==> src/rtl/sprite_rom_arbiter_if.sv <==
// Request/grant, ROM port and tagged-response signals between sprite renderers,
// the shared sprite ROM and sprite_rom_arbiter.
interface sprite_rom_arbiter_if #(
  parameter int N_REQ  = 4,
  parameter int ADDR_W = 10,
  parameter int DATA_W = 2
);
  localparam int ID_W = $clog2(N_REQ);

  logic [N_REQ-1:0]        req;
  logic [N_REQ*ADDR_W-1:0] addr;
  logic [N_REQ-1:0]        gnt;
  logic [ADDR_W-1:0]       rom_address;
  logic [DATA_W-1:0]       rom_q;
  logic                    rsp_valid;
  logic [ID_W-1:0]         rsp_id;
  logic [DATA_W-1:0]       rsp_data;

  // Renderer/ROM side of the block
  modport master (
    output req, addr, rom_q,
    input  gnt, rom_address, rsp_valid, rsp_id, rsp_data
  );

  // Arbiter side
  modport slave (
    input  req, addr, rom_q,
    output gnt, rom_address, rsp_valid, rsp_id, rsp_data
  );
endinterface

==> src/rtl/sprite_rom_arbiter.sv <==
// Round-robin sharing of one sprite ROM read port among N_REQ renderers with ID-tagged
// responses. Define SPRITE_ARB_PRIO0_EN to give requester 0 absolute priority.
module sprite_rom_arbiter #(
  parameter int N_REQ   = 4,
  parameter int ADDR_W  = 10,
  parameter int DATA_W  = 2,
  parameter int ROM_LAT = 1
) (
  input  logic                 vga_clk,
  input  logic                 reset,
  sprite_rom_arbiter_if.slave  bus
);
  localparam int ID_W = $clog2(N_REQ);

  logic [ID_W-1:0]                rr_ptr;
  logic [N_REQ-1:0]               rr_req;
  logic                           found_p0;
  logic                           prio_win_p0;
  logic                           xfer_p0;
  logic [ID_W-1:0]                win_id_p0;
  logic [ID_W:0]                  idx_w;
  logic [ADDR_W-1:0]              win_addr_p0;
  logic [N_REQ-1:0]               gnt_p0;

  logic [ADDR_W-1:0]              rom_address_p1;
  logic [ROM_LAT-1:0]             tag_vld_p;
  logic [ROM_LAT-1:0][ID_W-1:0]   tag_id_p;

  logic                           rsp_vld_p2;
  logic [ID_W-1:0]                rsp_id_p2;
  logic [DATA_W-1:0]              rsp_data_p2;

  function automatic logic [ID_W-1:0] ptr_next(input logic [ID_W-1:0] w);
    if (w == ID_W'(N_REQ-1)) return '0;
    return w + 1'b1;
  endfunction

  // Stage p0: combinational arbitration and address select
  always_comb begin
    rr_req      = bus.req;
    found_p0    = 1'b0;
    win_id_p0   = '0;
    idx_w       = '0;
    prio_win_p0 = 1'b0;
`ifdef SPRITE_ARB_PRIO0_EN
    rr_req[0]   = 1'b0;
    prio_win_p0 = bus.req[0];
`endif
    for (int k = 0; k < N_REQ; k++) begin
      idx_w = {1'b0, rr_ptr} + (ID_W+1)'(k);
      if (idx_w >= (ID_W+1)'(N_REQ)) idx_w = idx_w - (ID_W+1)'(N_REQ);
      if (!found_p0 && rr_req[idx_w[ID_W-1:0]]) begin
        found_p0  = 1'b1;
        win_id_p0 = idx_w[ID_W-1:0];
      end
    end
    if (prio_win_p0) begin
      found_p0  = 1'b1;
      win_id_p0 = '0;
    end
    xfer_p0 = found_p0 && !reset;
    gnt_p0  = '0;
    if (xfer_p0) gnt_p0[win_id_p0] = 1'b1;
    win_addr_p0 = '0;
    for (int i = 0; i < N_REQ; i++) begin
      if (win_id_p0 == ID_W'(i)) win_addr_p0 = bus.addr[i*ADDR_W +: ADDR_W];
    end
  end

  // Stage p1: ROM address register and tag pipe matching the ROM read latency;
  // stage p2: response capture as the oldest tag leaves the pipe
  always_ff @(posedge vga_clk or posedge reset) begin
    if (reset) begin
      rr_ptr         <= '0;
      rom_address_p1 <= '0;
      tag_vld_p      <= '0;
      tag_id_p       <= '0;
      rsp_vld_p2     <= 1'b0;
      rsp_id_p2      <= '0;
      rsp_data_p2    <= '0;
    end else begin
      if (xfer_p0) begin
        rom_address_p1 <= win_addr_p0;
        // A priority grant to requester 0 leaves the rotation where it was
        if (!prio_win_p0) rr_ptr <= ptr_next(win_id_p0);
      end
      tag_vld_p[0] <= xfer_p0;
      tag_id_p[0]  <= win_id_p0;
      for (int s = 1; s < ROM_LAT; s++) begin
        tag_vld_p[s] <= tag_vld_p[s-1];
        tag_id_p[s]  <= tag_id_p[s-1];
      end
      rsp_vld_p2 <= tag_vld_p[ROM_LAT-1];
      rsp_id_p2  <= tag_id_p[ROM_LAT-1];
      if (tag_vld_p[ROM_LAT-1]) rsp_data_p2 <= bus.rom_q;
    end
  end

  assign bus.gnt         = gnt_p0;
  assign bus.rom_address = rom_address_p1;
  assign bus.rsp_valid   = rsp_vld_p2;
  assign bus.rsp_id      = rsp_id_p2;
  assign bus.rsp_data    = rsp_data_p2;
endmodule

==> src/flat_wrapper.sv <==
// flat-port wrapper written by rule: the top's interface ports become plain ports
module sprite_rom_arbiter_flat 
#(
  parameter int N_REQ   = 4,
  parameter int ADDR_W  = 10,
  parameter int DATA_W  = 2,
  parameter int ROM_LAT = 1
)
  (vga_clk, reset, bus_req, bus_addr, bus_rom_q, bus_gnt, bus_rom_address, bus_rsp_valid, bus_rsp_id, bus_rsp_data);
  sprite_rom_arbiter_if #(.N_REQ(N_REQ), .ADDR_W(ADDR_W), .DATA_W(DATA_W)) bus_i ();
  input  logic vga_clk;
  input  logic reset;
  input wire logic [$bits(bus_i.req)-1:0] bus_req;
  input wire logic [$bits(bus_i.addr)-1:0] bus_addr;
  input wire logic [$bits(bus_i.rom_q)-1:0] bus_rom_q;
  output wire logic [$bits(bus_i.gnt)-1:0] bus_gnt;
  output wire logic [$bits(bus_i.rom_address)-1:0] bus_rom_address;
  output wire logic [$bits(bus_i.rsp_valid)-1:0] bus_rsp_valid;
  output wire logic [$bits(bus_i.rsp_id)-1:0] bus_rsp_id;
  output wire logic [$bits(bus_i.rsp_data)-1:0] bus_rsp_data;
  assign bus_i.req = bus_req;
  assign bus_i.addr = bus_addr;
  assign bus_i.rom_q = bus_rom_q;
  assign bus_gnt = bus_i.gnt;
  assign bus_rom_address = bus_i.rom_address;
  assign bus_rsp_valid = bus_i.rsp_valid;
  assign bus_rsp_id = bus_i.rsp_id;
  assign bus_rsp_data = bus_i.rsp_data;
  sprite_rom_arbiter #(.N_REQ(N_REQ), .ADDR_W(ADDR_W), .DATA_W(DATA_W), .ROM_LAT(ROM_LAT)) u_core (.vga_clk(vga_clk), .reset(reset), .bus(bus_i));
endmodule
==> config.mk <==
export PLATFORM = sky130hd
export DESIGN_NAME = sprite_rom_arbiter_flat
export DESIGN_NICKNAME = d
export VERILOG_FILES = /design/src/rtl/sprite_rom_arbiter_if.sv /design/src/rtl/sprite_rom_arbiter.sv /design/src/flat_wrapper.sv
export SDC_FILE = /design/constraint.sdc
export NUM_CORES = 1
export LEC_CHECK = 0
export BUFFER_PORTS_ARGS = -buffer_cell sky130_fd_sc_hd__buf_2
export CORE_ASPECT_RATIO = 1.1
export CORE_MARGIN = 2
export CORE_UTILIZATION = 30
export CTS_CLUSTER_DIAMETER = 30
export DETAILED_ROUTE_END_ITERATION = 7
export PLACE_DENSITY = 0.69
export SYNTH_ARGS = -nofsm -noshare
export SYNTH_HDL_FRONTEND = slang
export SYNTH_SLANG_ARGS = --single-unit
==> constraint.sdc <==
create_clock -name vga_clk -period 6.2 [get_ports vga_clk]
set_input_delay 0.62 -clock vga_clk [delete_from_list [all_inputs] [get_ports vga_clk]]
set_output_delay 0.62 -clock vga_clk [all_outputs]
set_load 0.05 [all_outputs]
; After elaboration in Yosys (flattened, before gate mapping)
; Cells that the tools add are included.
[word_totals]
out_inout_bits = 19
ff_bits = 20
word_cells = 69
input_bits = 48
[op_classes]
addsub = 8
n_lt_le_gt_ge = 10
n_mux = 31
n_eq_ne = 3
reduce_logical = 10
[ops]
columns = op, n
row1 = $mux W10, 4
row2 = $mux W2, 10
row3 = $lt A2 B3 Y1 const B, 5
row4 = $mux W1, 11
row5 = $ge A3 B3 Y1 const B, 3
row6 = $bmux W1 S2, 4
row7 = $sub A2 B1 Y2 const B, 4
row8 = $add A2 B2 Y3 const B, 2
row9 = $logic_and A1 B1 Y1, 5
row10 = $eq A2 B2 Y1 const B, 2
row11 = $logic_not A1 Y1, 4
row12 = $mux W4, 1
row13 = $add A2 B1 Y3 const B, 1
row14 = $ge A2 B3 Y1 const B, 1
row15 = $add A2 B1 Y2 const B, 1
row16 = $demux W1 S2, 1
row17 = $eq A2 B1 Y1 const B, 1
row18 = $ge A2 B1 Y1 const B, 1
row19 = $logic_not A2 Y1, 1

; Logic depth before layout (Yosys ltp)
; Gate-level depths: netlist of the first run.
[depth]
ltp_word = 19
depth_mapped = 8
ltp_nobuf = 7

; Worst setup path after synthesis of the first run
; No wires, ideal clock.
[synth_timing]
path_type = in2out
startpoint = in bus_req[2]
endpoint = out bus_gnt[3]
stages = 6
slack_ns = 3.374
t_arrival_ns = 2.206
path_buffers = 1
required_ns = 5.580
path_cell_list = mux2_1 > a21oi_1 > and3_1 > ha_1 > clkbuf_1 > and2_1
[synth_via]
elab_chain_len = 17
word_cells_on_any_way = 29
cone_classes = order compare: 2 / mux: 19 / reduce/logical: 8
[synth_rtl]
columns = element, line
row1 = start: declaration, flat_wrapper.sv:13  ; input wire logic [$bits(bus_i.req)-1:0] bus_req;
row2 = $bmux W1 S2, sprite_rom_arbiter.sv:52  ; if (!found_p0 && rr_req[idx_w[ID_W-1:0]]) begin
row3 = $mux W1 (not written as such), sprite_rom_arbiter.sv:52
row4 = $mux W1, sprite_rom_arbiter.sv:52
row5 = $logic_not A1 Y1, sprite_rom_arbiter.sv:52
row6 = $logic_and A1 B1 Y1, sprite_rom_arbiter.sv:52
row7 = $mux W1, sprite_rom_arbiter.sv:52
row8 = $logic_not A1 Y1, sprite_rom_arbiter.sv:52
row9 = $logic_and A1 B1 Y1, sprite_rom_arbiter.sv:52
row10 = [2 not listed], n/a
row11 = $logic_and A1 B1 Y1, sprite_rom_arbiter.sv:52
row12 = $mux W2 (*), sprite_rom_arbiter.sv:52
row13 = net u_core.win_id_p0[0], sprite_rom_arbiter.sv:20  ; logic [ID_W-1:0] win_id_p0;
row14 = $lt A2 B3 Y1 (not written as such) / $ge A2 B1 Y1 (equally long branches), sprite_rom_arbiter.sv:63  ; if (xfer_p0) gnt_p0[win_id_p0] = 1'b1;
row15 = $logic_and A1 B1 Y1 (not written as such), sprite_rom_arbiter.sv:63
row16 = $mux W1 (not written as such), sprite_rom_arbiter.sv:63
row17 = $demux W1 S2 (*), n/a
row18 = $mux W4 (*), sprite_rom_arbiter.sv:63
row19 = end: declaration, flat_wrapper.sv:16  ; output wire logic [$bits(bus_i.gnt)-1:0] bus_gnt;
; Mark *: on every way through the listed nets, which the timed path passes. The rest lies on a longest branch. The select of a mux whose other input is x is not followed.

; Worst setup path in the final report of the first run
[layout_timing]
startpoint = in bus_req[1]
endpoint = out bus_gnt[2]
[layout_via]
elab_chain_len = 17
word_cells_on_any_way = 29
cone_classes = order compare: 2 / mux: 19 / reduce/logical: 8
[layout_rtl]
columns = element, line
row1 = $bmux W1 S2, sprite_rom_arbiter.sv:52
row2 = $mux W1 (not written as such), sprite_rom_arbiter.sv:52
row3 = $mux W1, sprite_rom_arbiter.sv:52
row4 = $logic_not A1 Y1, sprite_rom_arbiter.sv:52
row5 = $logic_and A1 B1 Y1, sprite_rom_arbiter.sv:52
row6 = $mux W1, sprite_rom_arbiter.sv:52
row7 = $logic_not A1 Y1, sprite_rom_arbiter.sv:52
row8 = $logic_and A1 B1 Y1, sprite_rom_arbiter.sv:52
row9 = $mux W1, sprite_rom_arbiter.sv:52
row10 = $logic_not A1 Y1, sprite_rom_arbiter.sv:52
row11 = $logic_and A1 B1 Y1, sprite_rom_arbiter.sv:52
row12 = $mux W2, sprite_rom_arbiter.sv:52
row13 = $lt A2 B3 Y1 (not written as such) / $ge A2 B1 Y1 (equally long branches), sprite_rom_arbiter.sv:63
row14 = $logic_and A1 B1 Y1 (not written as such), sprite_rom_arbiter.sv:63
row15 = $mux W1 (not written as such), sprite_rom_arbiter.sv:63
row16 = $demux W1 S2, n/a
row17 = $mux W4 (*), sprite_rom_arbiter.sv:63
; Every way passes the cells marked *; elsewhere a longest branch is shown, timed or not. The select of a mux whose other input is x is not followed.

==> results of run 1 <==
## routing by layer
| layer | up-vias | global-route usage [%] | part of all wire, % |
|---|---|---|---|
| met2 | 42 | 21.6 | 45 |
| met1 | 539 | 20.7 | 47 |
| met5 | - | 0 | 0 |
| met4 | 0 | 6.38 | 2.2 |
| met3 | 8 | 1.91 | 5.4 |
| li1 | 575 | - | - |
## worst max-delay path, cell delays in order
cell and delay (ps):
buf_2 130, nor4_4 630, a21oi_1 120, nand3_1 140, ha_1 610, and2_1 220, buf_2 250
## synthesized netlist by cell type
cell type,instances,share of area (%)
dfrtp_1,20,41
a21oi_1,13,5.3
inv_1,12,3.7
a211oi_1,11,6.7
nand3b_1,11,6.7
a221o_1,10,8.2
a2bb2oi_1,10,7.1
clkbuf_1,8,2.4
and2_1,4,2.0
ha_1,4,4.1
mux2_1,3,2.8
nand2b_1,2,1.0
a21o_1,1,0.61
a32oi_1,1,0.71
and3_1,1,0.51
buf_2,1,0.41
buf_6,1,0.92
inv_2,1,0.31
mux2_4,1,1.2
nand3_1,1,0.41
nor4_4,1,1.7
o21a_1,1,0.61
o22a_1,1,0.71
o22ai_1,1,0.51
or2_1,1,0.51
## per-stage QoR
step | power [W] | instance area, um^2 | std cells
CTS | 0.000723 | 1630 | 233
finish | 0.000726 | 1630 | 233
floorplan | 0.000525 | 1230 | 121
global route | 0.000762 | 1630 | 233
global placement | 0.000620 | 1580 | 229
detailed placement | 0.000622 | 1580 | 229
## cells by family after synthesis
group / after synthesis / share of synthesized area [%]
AO/OA/AOI/OAI: 49 / 30.5
adder cells (fa/ha/maj): 4 / 4.08
buffers and inverters: 23 / 7.75
flip-flops: 20 / 40.8
multiplexers: 4 / 3.97
AND/OR/NAND/NOR: 21 / 12.9
## state kept, by name (all words and copies together) (netlist names)
name / flops
u_core.bus.rom_address: 10
u_core.bus.rsp_valid: 1
u_core.bus.rsp_id: 2
u_core.bus.rsp_data: 2
u_core.tag_vld_p: 1
u_core.tag_id_p: 2
u_core.rr_ptr: 2
## worst max-delay path by stage
| stage | start | to | slack [ps] | cells after the start |
|---|---|---|---|---|
| after global routing | bus_req[1] | bus_gnt[2] | 2640 | 7 |
| after detailed placement | bus_req[1] | bus_gnt[2] | 2890 | 7 |
| after CTS | bus_req[1] | bus_gnt[2] | 2860 | 7 |
| after global placement | bus_req[1] | bus_gnt[2] | 2890 | 7 |
| final | bus_req[1] | bus_gnt[2] | 2860 | 7 |
| after floorplan | bus_req[2] | bus_gnt[3] | 3370 | 6 |
## where the power goes
group | switching, W | internal (W)
clock | 0.0000455 | 0.0000566
sequential | 0.0000292 | 0.000175
combinational | 0.000275 | 0.000144
## final cells by class
type	count	share of cell area (%)
clock buffers	4	3.37
multi-input cells	78	38.7
well taps	52	3.99
inverters	13	2.99
flip-flops and latches	20	30.7
repair buffers	66	20.2
==> impl_metrics.env, run 1 <==
export IMPL_status="complete, no violations"
export IMPL_grt_pass1_wl_um=5200
export IMPL_finalSetupTns_ps=0
export IMPL_slew_viol_final=0
export IMPL_r2r_start="u_core.rr_ptr[1]"
export IMPL_cts_buffers=3
export IMPL_avgSynthCellArea_um2=10.1
export IMPL_ys_ff_latch=20
export IMPL_relSlewSlack_pct=50.6
export IMPL_reg2reg_slack_ps=3640
export IMPL_cts_htree_levels=1
export IMPL_p_leak_nw=0.794
export IMPL_drv_cap=0
export IMPL_rows=24
export IMPL_syn_inst=121
export IMPL_ir_drop_mv=0.128
export IMPL_syn2layout_area_growth_pct=32.9
export IMPL_fp_dieW_um=65.0
export IMPL_gr_total_overflow=0
export IMPL_drc=0
export IMPL_regArea_um2=500
export IMPL_drt_iter0_drc=57
export IMPL_r2r_end="u_core.bus.rom_address[9]"
export IMPL_vias=1164
export IMPL_die_area_mm2=0.00462
export IMPL_start_util_pct=31.2
export IMPL_hold_end="u_core.bus.rsp_id[1]"
export IMPL_dp_worst_setup_slack_ps=2890
export IMPL_whs_ps=353
export IMPL_post_cts_buffers=0
export IMPL_wl_um=3340
export IMPL_synth_fp_nets=173
export IMPL_core_area_mm2=0.00393
export IMPL_r2r_cells=7
export IMPL_io_pins=67
export IMPL_tightest_slew_ps=740
export IMPL_critPathArrivalTime_ps=2720
export IMPL_multi_input_area_um2=632
export IMPL_hold_class="register to register"
export IMPL_clk_pin_slew_ps=80
export IMPL_antenna_found_initial=0
export IMPL_numPortBuffers=66
export IMPL_crit_required_ps=5580
export IMPL_layout_commonest_cell="buf_2"
export IMPL_via_per_inst=5.00
export IMPL_layout_common_cells="buf_2 (66), dfrtp_1 (20), a21oi_1 (13), inv_1 (12)"
export IMPL_critPathCaptureType="output port"
export IMPL_die_h_um=71.1
export IMPL_wl_per_cell_um=14.3
export IMPL_period_needed_ps=3340
export IMPL_firstDrtPassIters=4
export IMPL_finalWorstSetupSlack_ps=2860
export IMPL_cts_resized=0
export IMPL_num_antenna_cells=0
export IMPL_critPathMaxFanout=21
export IMPL_setup_violations=0
export IMPL_grt_max_degree=22
export IMPL_min_path_cells=0
export IMPL_max_freq_ghz=0.299
export IMPL_ys_types=25
export IMPL_cts_root_buf="clkbuf_8"
export IMPL_gp_congestion=0.821
export IMPL_hold_buffers=0
export IMPL_cts_buffer_depth=2
export IMPL_dp_hpwl_um=2510
export IMPL_ys_warn_count=0
export IMPL_fin_nets=234
export IMPL_grt_pass1_vias=1094
export IMPL_netlist_area_mm2=0.00123
export IMPL_period_share_pct=53.9
export IMPL_startpoint_type="input port"
export IMPL_rsz0062_at_grt="false"
export IMPL_grt_usage_pct=14.4
export IMPL_cellPowerDensity_mw_per_mm2=445
export IMPL_crit_type="input port to output port"
export IMPL_hold_viol_final=0
export IMPL_clock_skew_ps=7.34
export IMPL_cts_sinks=20
export IMPL_fin_util_pct=41.5
export IMPL_clk_insertion_delay_late_ps=260
export IMPL_ant_nets=0
export IMPL_cts_tree="done"
export IMPL_holdCritStartpoint="u_core.tag_id_p[1]"
export IMPL_n_fill_cell=387
export IMPL_drive_gt1_share_pct=40.3
export IMPL_yosysSeqAreaShare_pct=40.8
Note: power is estimated with default switching activity, not from simulation.
==> run 2, diff against run 1 <==
Settings changed: PLACE_DENSITY 0.69 to 0.71.
Clock period 6.2 ns to 2.7 ns, I/O delays scaled along.
==> run 2 against run 1 <==
  * Routed wire length up 0.45%
  * Register-to-register slack got worse by 3300 ps
  * Critical path depth unchanged
  * Sequential share of layout area fell by 0.21 points
  * Via count grew 1.5%
  * Utilization up 0.29 points
  * Critical endpoint is now bus_gnt[1]
  * Largest cell class unchanged
==> impl_metrics.env, run 2 (synthesized netlist as in run 1, its figures left out) <==
export IMPL_grt_pass1_wl_um=5400
export IMPL_wl_per_cell_um=14.3
export IMPL_setup_violations=0
export IMPL_die_h_um=71.1
export IMPL_io_pins=67
export IMPL_grt_max_degree=22
export IMPL_crit_type="register to output port"
export IMPL_routed_wl_met3_um=255
export IMPL_cts_buffer_depth=2
export IMPL_max_freq_ghz=0.392
export IMPL_wl_um=3360
export IMPL_hold_viol_final=0
export IMPL_clock_skew_ps=7.95
export IMPL_gp_congestion=0.804
export IMPL_slew_viol_final=0
export IMPL_crit_required_ps=2430
export IMPL_drc=0
export IMPL_cts_htree_levels=1
export IMPL_critPathMaxFanout=21
export IMPL_rsz0062_at_grt="false"
export IMPL_startpoint_type="register"
export IMPL_grt_usage_pct=14.9
export IMPL_wl_met2_um=1530
export IMPL_syn2layout_area_growth_pct=33.8
export IMPL_firstDrtPassIters=4
export IMPL_critPathCaptureType="output port"
export IMPL_wl_met1_um=1550
export IMPL_post_cts_buffers=0
export IMPL_layout_commonest_cell="buf_2"
export IMPL_fin_nets=237
export IMPL_cts_buffers=3
export IMPL_tightest_slew_ps=768
export IMPL_drt_iter0_drc=28
export IMPL_antenna_found_initial=0
export IMPL_cts_sinks=20
export IMPL_vias=1181
export IMPL_die_area_mm2=0.00462
export IMPL_rows=24
export IMPL_grt_pass1_vias=1103
export IMPL_drv_cap=0
export IMPL_clk_pin_slew_ps=70
export IMPL_core_area_mm2=0.00393
export IMPL_finalSetupTns_ps=0
export IMPL_period_needed_ps=2550
export IMPL_period_share_pct=94.6
export IMPL_largest_reg_flops=10
export IMPL_hold_class="input port to register"
export IMPL_num_antenna_cells=0
export IMPL_via_per_inst=5.03
export IMPL_dp_hpwl_um=2580
export IMPL_relSlewSlack_pct=48.8
export IMPL_p_leak_nw=0.800
export IMPL_fin_util_pct=41.8
export IMPL_start_util_pct=31.2
export IMPL_status="complete, no violations"
export IMPL_critPathArrivalTime_ps=2280
export IMPL_clk_insertion_delay_late_ps=250
export IMPL_numPortBuffers=66
export IMPL_drive_gt1_share_pct=41.5
export IMPL_gr_total_overflow=0
export IMPL_cellPowerDensity_mw_per_mm2=994
export IMPL_ir_drop_mv=0.328
export IMPL_cts_root_buf="clkbuf_8"
export IMPL_cts_tree="done"
export IMPL_ant_nets=0
export IMPL_routed_top_layer="met4"
export IMPL_layout_common_cells="buf_2 (66), dfrtp_1 (20), a21oi_1 (13), inv_1 (12)"
export IMPL_fp_dieW_um=65.0
-- run 2: final cells by class --
| class | count | area (um^2) |
|---|---|---|
| well taps | 52 | 65.1 |
| clock buffers | 3 | 41.3 |
| inverters | 13 | 48.8 |
| fillers | 410 | 2290 |
| flip-flops and latches | 20 | 500 |
| multi-input cells | 78 | 634 |
| repair buffers | 69 | 353 |
-- run 2: worst max-delay path, stage by stage (launching register included) --
cell and delay, ps:
dfrtp_1 460, mux2_1 360, a21oi_1 190, and3_1 250, ha_1 160, buf_4 200, and2_1 150, buf_2 250
-- run 2: metal layers --
metal  track usage, %  vias up
li1                 -      586
met4             4.26        0
met1             21.7      550
met2             22.8       43
met3             2.38        2
met5                0        -
-- run 2: final timing paths --
check                                   start                   endpoint  slack, ps  depth (start not counted)
min in group asynchronous               reset  u_core.bus.rom_address[7]        260                          2
hold / removal                   bus_rom_q[0]     u_core.bus.rsp_data[0]        240                          2
setup / recovery             u_core.rr_ptr[1]                 bus_gnt[1]        150                          7
hold reg to reg            u_core.tag_id_p[0]       u_core.bus.rsp_id[0]        350                          0
max in group asynchronous               reset     u_core.bus.rsp_data[0]       1950                          2
setup reg to reg             u_core.rr_ptr[1]  u_core.bus.rom_address[0]        380                          8
-- run 2: metrics by stage --
stage | hold WS [ps] | std cells | setup slack, ps | area, um^2 | total power [W]
floorplan | 331 | 121 | 395 | 1230 | 0.00121
global placement | 333 | 232 | 450 | 1600 | 0.00144
detailed placement | 338 | 232 | 394 | 1600 | 0.00145
CTS | 238 | 235 | 153 | 1640 | 0.00164
global route | 231 | 235 | 2.72 | 1640 | 0.00174
finish | 240 | 235 | 147 | 1640 | 0.00163
-- run 2: power by group --
part / switching [W] / internal, W
logic: 0.000635 / 0.000340
clock network: 0.0000917 / 0.0000991
registers: 0.0000646 / 0.000403
total: 0.000792 / 0.000842
-- run 2: repair_timing --
action | in CTS | in global routing
hold buffers | 0 | 0
setup endpoints to repair | 0 | 1
resized for setup | 0 | 1
==> run 3, diff against run 2 <==
Settings changed: ABC_AREA from default to 1, PLACE_DENSITY 0.71 to 0.69.
==> run 3 against run 2 <==
  * Worst hold slack got worse by 9.8 ps
  * Cell area grew 15%
  * Via count increased by 26%
  * Non-clock buffer count up 6
  * Clock skew fell by 7.3 ps
  * Critical path depth grew 7
  * Routed wire length grew 8.2%
  * Count of clock-buffer cells in the layout stayed put
  * Fmax increased by 0.14%
  * Sequential cell count stayed put
==> impl_metrics.env, run 3 <==
export IMPL_num_antenna_cells=0
export IMPL_startpoint_type="register"
export IMPL_slew_viol_final=0
export IMPL_r2r_start="u_core.rr_ptr[0]"
export IMPL_wl_per_cell_um=11.0
export IMPL_multi_input_area_um2=802
export IMPL_gp_congestion=0.808
export IMPL_grt_pass1_wl_um=6240
export IMPL_setup_violations=0
export IMPL_r2r_cells=17
export IMPL_die_h_um=76.1
export IMPL_drive_gt1_share_pct=40.9
export IMPL_die_area_mm2=0.00529
export IMPL_slowest_stage="dfrtp_2"
export IMPL_synthAdderAreaFrac_pct=3.53
export IMPL_antenna_found_initial=0
export IMPL_period_needed_ps=2550
export IMPL_regArea_um2=502
export IMPL_dp_worst_setup_slack_ps=21.9
export IMPL_tightest_slew_ps=277
export IMPL_synthArstFlopShare_pct=100
export IMPL_drc=0
export IMPL_crit_family="buffers and inverters"
export IMPL_n_fill_cell=472
export IMPL_core_area_mm2=0.00459
export IMPL_synth_area_leaders="dfrtp_1 (35%), nand2_1 (23%), nand2_2 (7.9%), o21ai_0 (7.1%), inv_1 (3.7%)"
export IMPL_hold_viol_final=0
export IMPL_synth_ff_type="dfrtp_1"
export IMPL_avgSynthCellArea_um2=6.95
export IMPL_cts_htree_levels=1
export IMPL_wl_um=3630
export IMPL_crit_required_ps=2430
export IMPL_ys_types=21
export IMPL_critical_path_buf_inv_count=6
export IMPL_fp_dieW_um=69.5
export IMPL_ys_warn_count=0
export IMPL_gr_total_overflow=0
export IMPL_critPathCaptureType="output port"
export IMPL_hold_class="input port to asynchronous set/reset pin"
export IMPL_clock_skew_ps=0.625
export IMPL_yosysSeqAreaShare_pct=35.3
export IMPL_status="complete, no violations"
export IMPL_synth_compound_area_share_pct=11.8
export IMPL_ys_ff_latch=20
export IMPL_crit_path_max_incr_delay_ps=440
export IMPL_relSlewSlack_pct=81.3
export IMPL_firstDrtPassIters=4
export IMPL_clk_insertion_delay_late_ps=250
export IMPL_layout_common_cells="nand2_1 (86), buf_2 (63), o21ai_0 (19), dfrtp_1 (19), nand2_2 (18)"
export IMPL_period_share_pct=94.4
export IMPL_dp_hpwl_um=2880
export IMPL_numPortBuffers=66
export IMPL_yosys_area_top_type="dfrtp_1"
export IMPL_path_cells="inv_2, nand2_1, nand3_1, nand2_2, inv_1, nand2_1, nand2_1, nand3_2, inv_1, ha_1, buf_4, inv_1, nor2_1, buf_6"
export IMPL_cts_root_buf="clkbuf_8"
export IMPL_start_util_pct=30.9
export IMPL_grt_usage_pct=14.0
export IMPL_synth_fp_nets=256
export IMPL_rsz0062_at_grt="true"
export IMPL_synth_edff_count=0
export IMPL_fin_util_pct=41.3
export IMPL_layout_commonest_cell="nand2_1"
export IMPL_via_per_inst=4.51
export IMPL_cts_tree="done"
export IMPL_netlist_area_mm2=0.00142
export IMPL_vias=1487
export IMPL_synth_mux_area_share_pct=1.59
export IMPL_whs_ps=230
export IMPL_synth_xor_area_share_pct=0
export IMPL_synthSimpleGateAreaFrac_pct=39.1
export IMPL_syn2layout_area_growth_pct=33.6
export IMPL_largest_reg_flops=10
export IMPL_synth_top_area_share_pct=35.3
export IMPL_yosysMostFrequentCell="nand2_1"
export IMPL_grt_max_degree=21
export IMPL_finalWorstSetupSlack_ps=150
export IMPL_critPathArrivalTime_ps=2280
export IMPL_ant_nets=0
export IMPL_crit_type="register to output port"
export IMPL_rows=26
export IMPL_r2r_end="u_core.bus.rom_address[9]"
export IMPL_cts_sinks=20
export IMPL_reg2reg_slack_ps=230
export IMPL_syn_inst=204
export IMPL_finalSetupTns_ps=0
export IMPL_fin_nets=328
export IMPL_drt_iter0_drc=57
export IMPL_drv_cap=0
export IMPL_grt_pass1_vias=1448
export IMPL_synth_common_cells="nand2_1 (86), dfrtp_1 (20), o21ai_0 (20)"
export IMPL_max_freq_ghz=0.392
export IMPL_io_pins=67
export IMPL_cts_buffers=3
export IMPL_synth_top_family_by_area="simple AND/OR/NAND/NOR gates"
export IMPL_clk_pin_slew_ps=70
export IMPL_critPathMaxFanout=11
export IMPL_cts_buffer_depth=2
==> run 3: cell types whose count changed after synthesis, sizes merged, moves of 4 or more <==
cell / change
nand3b: -11
o21ai: +22
inv: +4
a2bb2oi: -10
nor2: +6
and2: -4
nand2: +105
a221o: -10
nand3: +8
a211oi: -11
==> run 3: worst reg2reg max path, delay by kind of cell, from the launching register on <==
| family | cells | cell delay [ps] |
|---|---|---|
| simple gates | 11 | 1030 |
| flops | 1 | 440 |
| buf+inv | 3 | 380 |
| compound gates | 2 | 330 |
| fa+ha+maj | 1 | 210 |
==> run 3: cell families after synthesis <==
family / count (synthesis)
AND/OR/NAND/NOR: 121
AO/OA/AOI/OAI: 32
buffers and inverters: 25
flip-flops: 20
adder cells (fa/ha/maj): 4
multiplexers: 2
==> run 3: layout make-up <==
class                      count  area share [%]
tap                           56            3.70
sequential                    20            26.5
clock buffer                   3            2.18
inverter                      17            3.50
timing repair buffer          75            21.8
multi-input combinational    159            42.3
==> run 3: layer usage <==
metal / routed length (um) / vias to the layer above / track usage, %
li1: - / 777 / -
met1: 1720 / 666 / 19.0
met2: 1690 / 42 / 23.5
met3: 193 / 2 / 1.72
met4: 20 / 0 / 3.53
met5: 0 / - / 0
==> run 3: what timing repair did <==
item | 4_1_cts | 5_1_grt
resized for setup | 3 | 8
pin swaps | 0 | 1
setup endpoints to repair | 3 | 9
buffers inserted | 3 | 1
hold buffers | 0 | 0
endpoints found under the hold margin | 0 | 0
==> run 3: how the worst max path moves through the flow <==
stage	to	depth (start not counted)	start	slack [ps]
floorplan	bus_gnt[1]	12	u_core.rr_ptr[0]	20
global placement	u_core.bus.rom_address[5]	18	u_core.rr_ptr[0]	150
detailed placement	u_core.bus.rom_address[5]	18	u_core.rr_ptr[0]	20
CTS	bus_gnt[2]	13	u_core.rr_ptr[0]	40
global route	bus_gnt[1]	14	u_core.rr_ptr[0]	-50
finish	bus_gnt[1]	14	u_core.rr_ptr[0]	150
==> run 3: stage by stage <==
stage | cells | cell area, um^2
after CTS | 329 | 1870
after floorplan | 204 | 1420
after global placement | 323 | 1800
final | 330 | 1890
after global routing | 330 | 1890
after detailed placement | 323 | 1800
Power of run 3 is left out: the tool's default activity adds up to more than one toggle a clock period on the data nets, which glitch-free logic cannot reach.
